**src/rtl/clk_divisor_bank.sv**
```systemverilog
// clk_divisor_bank
// Bank of N_CH runtime-programmable clock dividers running off clk_in. Each
// channel produces a registered divided clock (clk_out) and a one-cycle strobe
// at its rising edge (tick). New ratios are taken through a valid/ready
// handshake into a per-channel shadow register. A channel switches to its new
// ratio only at its own period boundary, so no runt pulse is produced. sync_in
// restarts every channel in phase and applies any pending ratio at that point.
//
// Optional feature: define CLKDIV_FALL_TICK_EN to build per-channel fall_tick
// strobes that coincide with the clk_out high-to-low transition. If the macro
// is not defined, fall_tick is tied to zero.
module clk_divisor_bank #(
  parameter int N_CH        = 4,
  parameter int CH_W        = 2,
  parameter int DIV_W       = 16,
  parameter int DEFAULT_DIV = 36
) (
  input  logic             clk_in,
  input  logic             reset,
  input  logic             cfg_valid,
  output logic             cfg_ready,
  input  logic [CH_W-1:0]  cfg_ch,
  input  logic [DIV_W-1:0] cfg_div,
  input  logic             sync_in,
  output logic [N_CH-1:0]  clk_out,
  output logic [N_CH-1:0]  tick,
  output logic [N_CH-1:0]  fall_tick
);

  localparam logic [DIV_W-1:0] DIV_RST = DIV_W'(DEFAULT_DIV);
  localparam logic [DIV_W-1:0] DIV_ONE = DIV_W'(1);
  localparam logic [DIV_W-1:0] DIV_TWO = DIV_W'(2);

  logic [DIV_W-1:0] cnt_q    [N_CH];
  logic [DIV_W-1:0] cnt_d    [N_CH];
  logic [DIV_W-1:0] div_q    [N_CH];
  logic [DIV_W-1:0] div_d    [N_CH];
  logic [DIV_W-1:0] shadow_q [N_CH];
  logic [N_CH-1:0]  pending_q, pending_d;
  logic [N_CH-1:0]  clk_out_q, clk_out_d;
  logic [N_CH-1:0]  tick_q, tick_d;
  logic [N_CH-1:0]  active, wrap, apply, accept;

  // Ready follows the addressed channel's pending flag; unmapped indices are always ready
  always_comb begin
    // NOTE: every combinational output gets a default first, so no path leaves it unassigned and no latch is inferred.
    cfg_ready = 1'b1;
    for (int i = 0; i < N_CH; i++) begin
      if (cfg_ch == CH_W'(i) && pending_q[i]) cfg_ready = 1'b0;
    end
  end

  // Per-channel status: active ratio, end of period, ratio switch and handshake acceptance
  always_comb begin
    for (int i = 0; i < N_CH; i++) begin
      active[i] = (div_q[i] >= DIV_TWO);
      wrap[i]   = (cnt_q[i] == div_q[i] - DIV_ONE);
      apply[i]  = pending_q[i] && (sync_in || (div_q[i] < DIV_TWO) ||
                                   (cnt_q[i] == div_q[i] - DIV_ONE));
      accept[i] = cfg_valid && cfg_ready && (cfg_ch == CH_W'(i));
    end
  end

  // Next state: sync beats wrap-apply beats normal counting; inactive channels stay at zero
  always_comb begin
    for (int i = 0; i < N_CH; i++) begin
      cnt_d[i]     = cnt_q[i];
      div_d[i]     = div_q[i];
      pending_d[i] = pending_q[i];
      clk_out_d[i] = 1'b0;
      tick_d[i]    = 1'b0;

      if (sync_in || !active[i]) begin
        cnt_d[i] = '0;
      end else begin
        clk_out_d[i] = (cnt_q[i] < (div_q[i] >> 1));
        tick_d[i]    = (cnt_q[i] == '0);
        cnt_d[i]     = wrap[i] ? '0 : cnt_q[i] + DIV_ONE;
      end

      // apply needs pending set and accept needs it clear, so the two never meet
      if (apply[i]) begin
        div_d[i]     = shadow_q[i];
        pending_d[i] = 1'b0;
      end
      if (accept[i]) pending_d[i] = 1'b1;
    end
  end

  // Counter, ratio, pending flag and output registers with synchronous active-low reset
  always_ff @(posedge clk_in) begin
    // NOTE: sequential state uses non-blocking assignments, so every register samples pre-edge values.
    if (!reset) begin
      for (int i = 0; i < N_CH; i++) begin
        cnt_q[i] <= '0;
        div_q[i] <= DIV_RST;
      end
      pending_q <= '0;
      clk_out_q <= '0;
      tick_q    <= '0;
    end else begin
      for (int i = 0; i < N_CH; i++) begin
        cnt_q[i] <= cnt_d[i];
        div_q[i] <= div_d[i];
      end
      pending_q <= pending_d;
      clk_out_q <= clk_out_d;
      tick_q    <= tick_d;
    end
  end

  // Shadow ratio capture on an accepted request
  always_ff @(posedge clk_in) begin
    // NOTE: shadow storage is deliberately not reset; its contents are read only while pending is set, and reset clears pending.
    for (int i = 0; i < N_CH; i++) begin
      if (accept[i]) shadow_q[i] <= cfg_div;
    end
  end

  assign clk_out = clk_out_q;
  assign tick    = tick_q;

`ifdef CLKDIV_FALL_TICK_EN
  logic [N_CH-1:0] fall_q, fall_d;

  // Falling-edge strobe: fires when the counter reaches the half point (clk_out goes low)
  always_comb begin
    for (int i = 0; i < N_CH; i++) begin
      fall_d[i] = !sync_in && active[i] && (cnt_q[i] == (div_q[i] >> 1));
    end
  end

  // Falling-edge strobe register
  always_ff @(posedge clk_in) begin
    if (!reset) fall_q <= '0;
    else        fall_q <= fall_d;
  end

  assign fall_tick = fall_q;
`else
  assign fall_tick = '0;
`endif

endmodule

```
**config.mk**
```make
export PLATFORM = sky130hd
export DESIGN_NAME = clk_divisor_bank
export DESIGN_NICKNAME = d
export VERILOG_FILES = /design/src/rtl/clk_divisor_bank.sv
export SDC_FILE = /design/constraint.sdc
export NUM_CORES = 1
export LEC_CHECK = 0
export BUFFER_PORTS_ARGS = -buffer_cell sky130_fd_sc_hd__buf_2
export CAP_MARGIN = 10
export CORE_UTILIZATION = 55
export CTS_BUF_LIST = sky130_fd_sc_hd__clkbuf_8 sky130_fd_sc_hd__clkbuf_16
export DETAILED_ROUTE_END_ITERATION = 16
export GPL_TIMING_DRIVEN = 0
export PLACE_DENSITY_LB_ADDON = 0.25
export SYNTH_ARGS = -nofsm -noshare
export SYNTH_HDL_FRONTEND = slang
export SYNTH_SLANG_ARGS = --single-unit
export TNS_END_PERCENT = 1
```
**constraint.sdc**
```tcl
create_clock -name clk_in -period 8.45 [get_ports clk_in]
set_input_delay 0.845 -clock clk_in [delete_from_list [all_inputs] [get_ports clk_in]]
set_output_delay 0.845 -clock clk_in [all_outputs]
set_load 0.03 [all_outputs]
```
==> impl_metrics.yaml <==
floorplan:
  num_rows: 54
  die_w_microns: 152
  io_pins: 35
  die_h_microns: 152
  die_area_sq_mm: 0.0230
  initial_core_util_pct: 56.3
  core_sq_mm: 0.0219
global_routing:
  grt_pass1_vias: 9558
  grt.total_usage_pct: 26.1
  overflow: 0
  antenna_found_initial: 2
  grt_pass1_wl_microns: 48000
  grt_max_degree: 15
sta:
  hold_slack_ps: 490
  drv_slew: 0
  min_period_ps: 3480
  clock.fmax_ghz: 0.287
  setup_ws_ps: 4970
  tns_ps: 0
  timing.clock.skew_ps: 24.5
  post-route-period-util_pct: 41.2
  final-setup-viol-count: 0
  rsz0062_at_grt: "false"
  worst_pin_slew_ps: 944
  final-hold-violation-count: 0
  slew_headroom_pct: 36.5
worst_setup_path:
  critPathLaunchType: "register"
  crit_type: "register to register"
  end_kind: "register"
  path_max_fanout: 10
  critPathSlowestCell: "o21bai_1"
  worst_path_largest_cell_delay_ps: 610
  critPathArrivalTime_ps: 3880
  cp_num_buf_inv: 2
  cp_cell_sequence: "inv_1 -> ha_1 -> nor3b_1 -> nand4_1 -> xnor2_1 -> o2111ai_1 -> or4_1 -> o21bai_1 -> buf_2 -> nor2_1"
  crit_family: "simple AND/OR/NAND/NOR gates"
  critPathRequiredTime_ps: 8850
clock_tree:
  cts_root_buf: "clkbuf_16"
  cts_setup_buffers: 0
  clk_latency_ps: 540
  path_clk_slew_ps: 60
  htree_levels: 1
  cts_hold_buffers: 0
  cts.sinks: 204
  cts_buffers: 23
  cts_resized: 0
  cts_tree: "built"
  cts.path.max_buffers: 3
layout:
  drive_gt1_share_pct: 10.5
  layout_commonest_cell: "dfxtp_1"
  final_cell_mix: "dfxtp_1, nor2_1, nand3_1"
  post-route-util_pct: 62.6
  postLayoutCellArea_sq_mm: 0.0137
  layout.nets: 1501
  antenna_cells: 0
  syn2layout_area_growth_pct: 11.3
power:
  power.density_mw_per_mm2: 167
  ir_drop_mv: 0.179
  p_leak_nw: 5.26
synth:
  synth.avg_cell_area_sq_um: 9.17
  ys_seq_elements: 204
  synth.yosys.seq_area_share_pct: 38.4
  yosys_warnings: 0
  async_reset_ff_share_pct: 0
  synth_edf_count: 64
  synth_area_sq_mm: 0.0123
  synth_ff_type: "dfxtp_1"
  ys_types: 75
  synthCells: 1344
place:
  placed_area_sq_mm: 0.0129
  gp_congestion: 0.850
  place.detailed.hpwl_microns: 21200
  place_ws_ps: 4960
  placement.io_buffers: 30
worst_hold_path:
  hold_class: "register to register"
routing:
  firstDrtPassIters: 8
  vias: 10048
  drc: 0
  ant_nets: 0
  drt-vias-per-instance: 5.90
  routed_wl_microns: 29200
  wire_per_inst_microns: 17.1
  drt_iter0_markers: 663
job:
  drv_cap: 0
run_status:
  outcome: "complete, no violations"
## per-layer routing
| layer | vias to the layer above | track usage, % | part of all wire [%] | wire (microns) |
|---|---|---|---|---|
| li1 | 4939 | - | - | - |
| met1 | 4775 | 35.7 | 45 | 13300 |
| met2 | 282 | 42.6 | 46 | 13400 |
| met3 | 52 | 3.41 | 6.1 | 1790 |
| met4 | 0 | 8.47 | 2.6 | 772 |
| met5 | - | 0 | 0 | 0 |
## layout make-up
type                            count  area [sq um]
Inverter                           87           327
Tap cell                          280           350
Timing Repair Buffer               35           195
Multi-Input combinational cell    970          6880
Fill cell                        1900          8180
Sequential cell                   204          4720
Buffer                             86           417
Clock buffer                       25           603
Clock inverter                     17           208
## per-stage QoR
stage	total power [mW]	instances
after floorplan	1.19	1347
after global placement	1.24	1657
after detailed placement	1.24	1662
after CTS	2.30	1704
after global routing	2.36	1704
final	2.28	1704
## registers in the layout (all words and copies together) (netlist names)
name	cells
cnt_q	64
div_q	64
tick	4
clk_out	4
pending_q	4
shadow_q	64
## power breakdown
group	switching (mW)	internal, mW	total [mW]
sequential	0.0181	1.03	1.05
clock	0.414	0.643	1.06
combinational	0.114	0.0615	0.175
total	0.546	1.74	2.28
## Yosys cell counts (14+ instances only)
library cell / instances / area, sq um
nor2_1: 117 / 439
and3_1: 35 / 219
nand4_1: 35 / 219
clkbuf_1: 60 / 225
a21oi_1: 23 / 115
ha_1: 72 / 901
inv_1: 86 / 323
dfxtp_1: 140 / 2800
o2111ai_1: 16 / 140
nor3_1: 37 / 185
xnor2_1: 75 / 657
nand2_1: 85 / 319
a32oi_1: 15 / 131
nor4_1: 21 / 131
mux2i_1: 34 / 340
o211ai_1: 14 / 105
a21o_1: 29 / 218
edfxtp_1: 64 / 1920
o21ai_0: 24 / 120
nand3b_1: 19 / 143
xor2_1: 62 / 543
nand3_1: 107 / 536
## cells by family after synthesis
kind of cell / Yosys count / synth area share [%]
other: 1 / 0.0304
adder cells (fa/ha/maj): 72 / 7.31
XOR/XNOR: 137 / 9.74
flip-flops: 204 / 38.4
AND/OR/NAND/NOR: 527 / 22.8
buffers and inverters: 173 / 6.03
multiplexers: 49 / 4.44
AO/OA/AOI/OAI: 181 / 11.3
## worst reg2reg max path, delay by kind of cell, from the launching register on
family,cells,cell delay (ps)
compound gates,2,720
xor+xnor,1,190
fa+ha+maj,1,240
buf+inv,2,450
flops,1,410
simple gates,4,1370
## final timing paths
check,startpoint,end,slack (ps),depth (start not counted)
setup reg to reg,div_q[3][1],cnt_q[3][13],4970,10
hold reg to reg,div_q[2][14],div_q[2][14],490,2
setup / recovery,div_q[3][1],cnt_q[3][13],4970,10
hold / removal,div_q[2][14],div_q[2][14],490,2
Note: power is estimated with default switching activity, not from simulation.
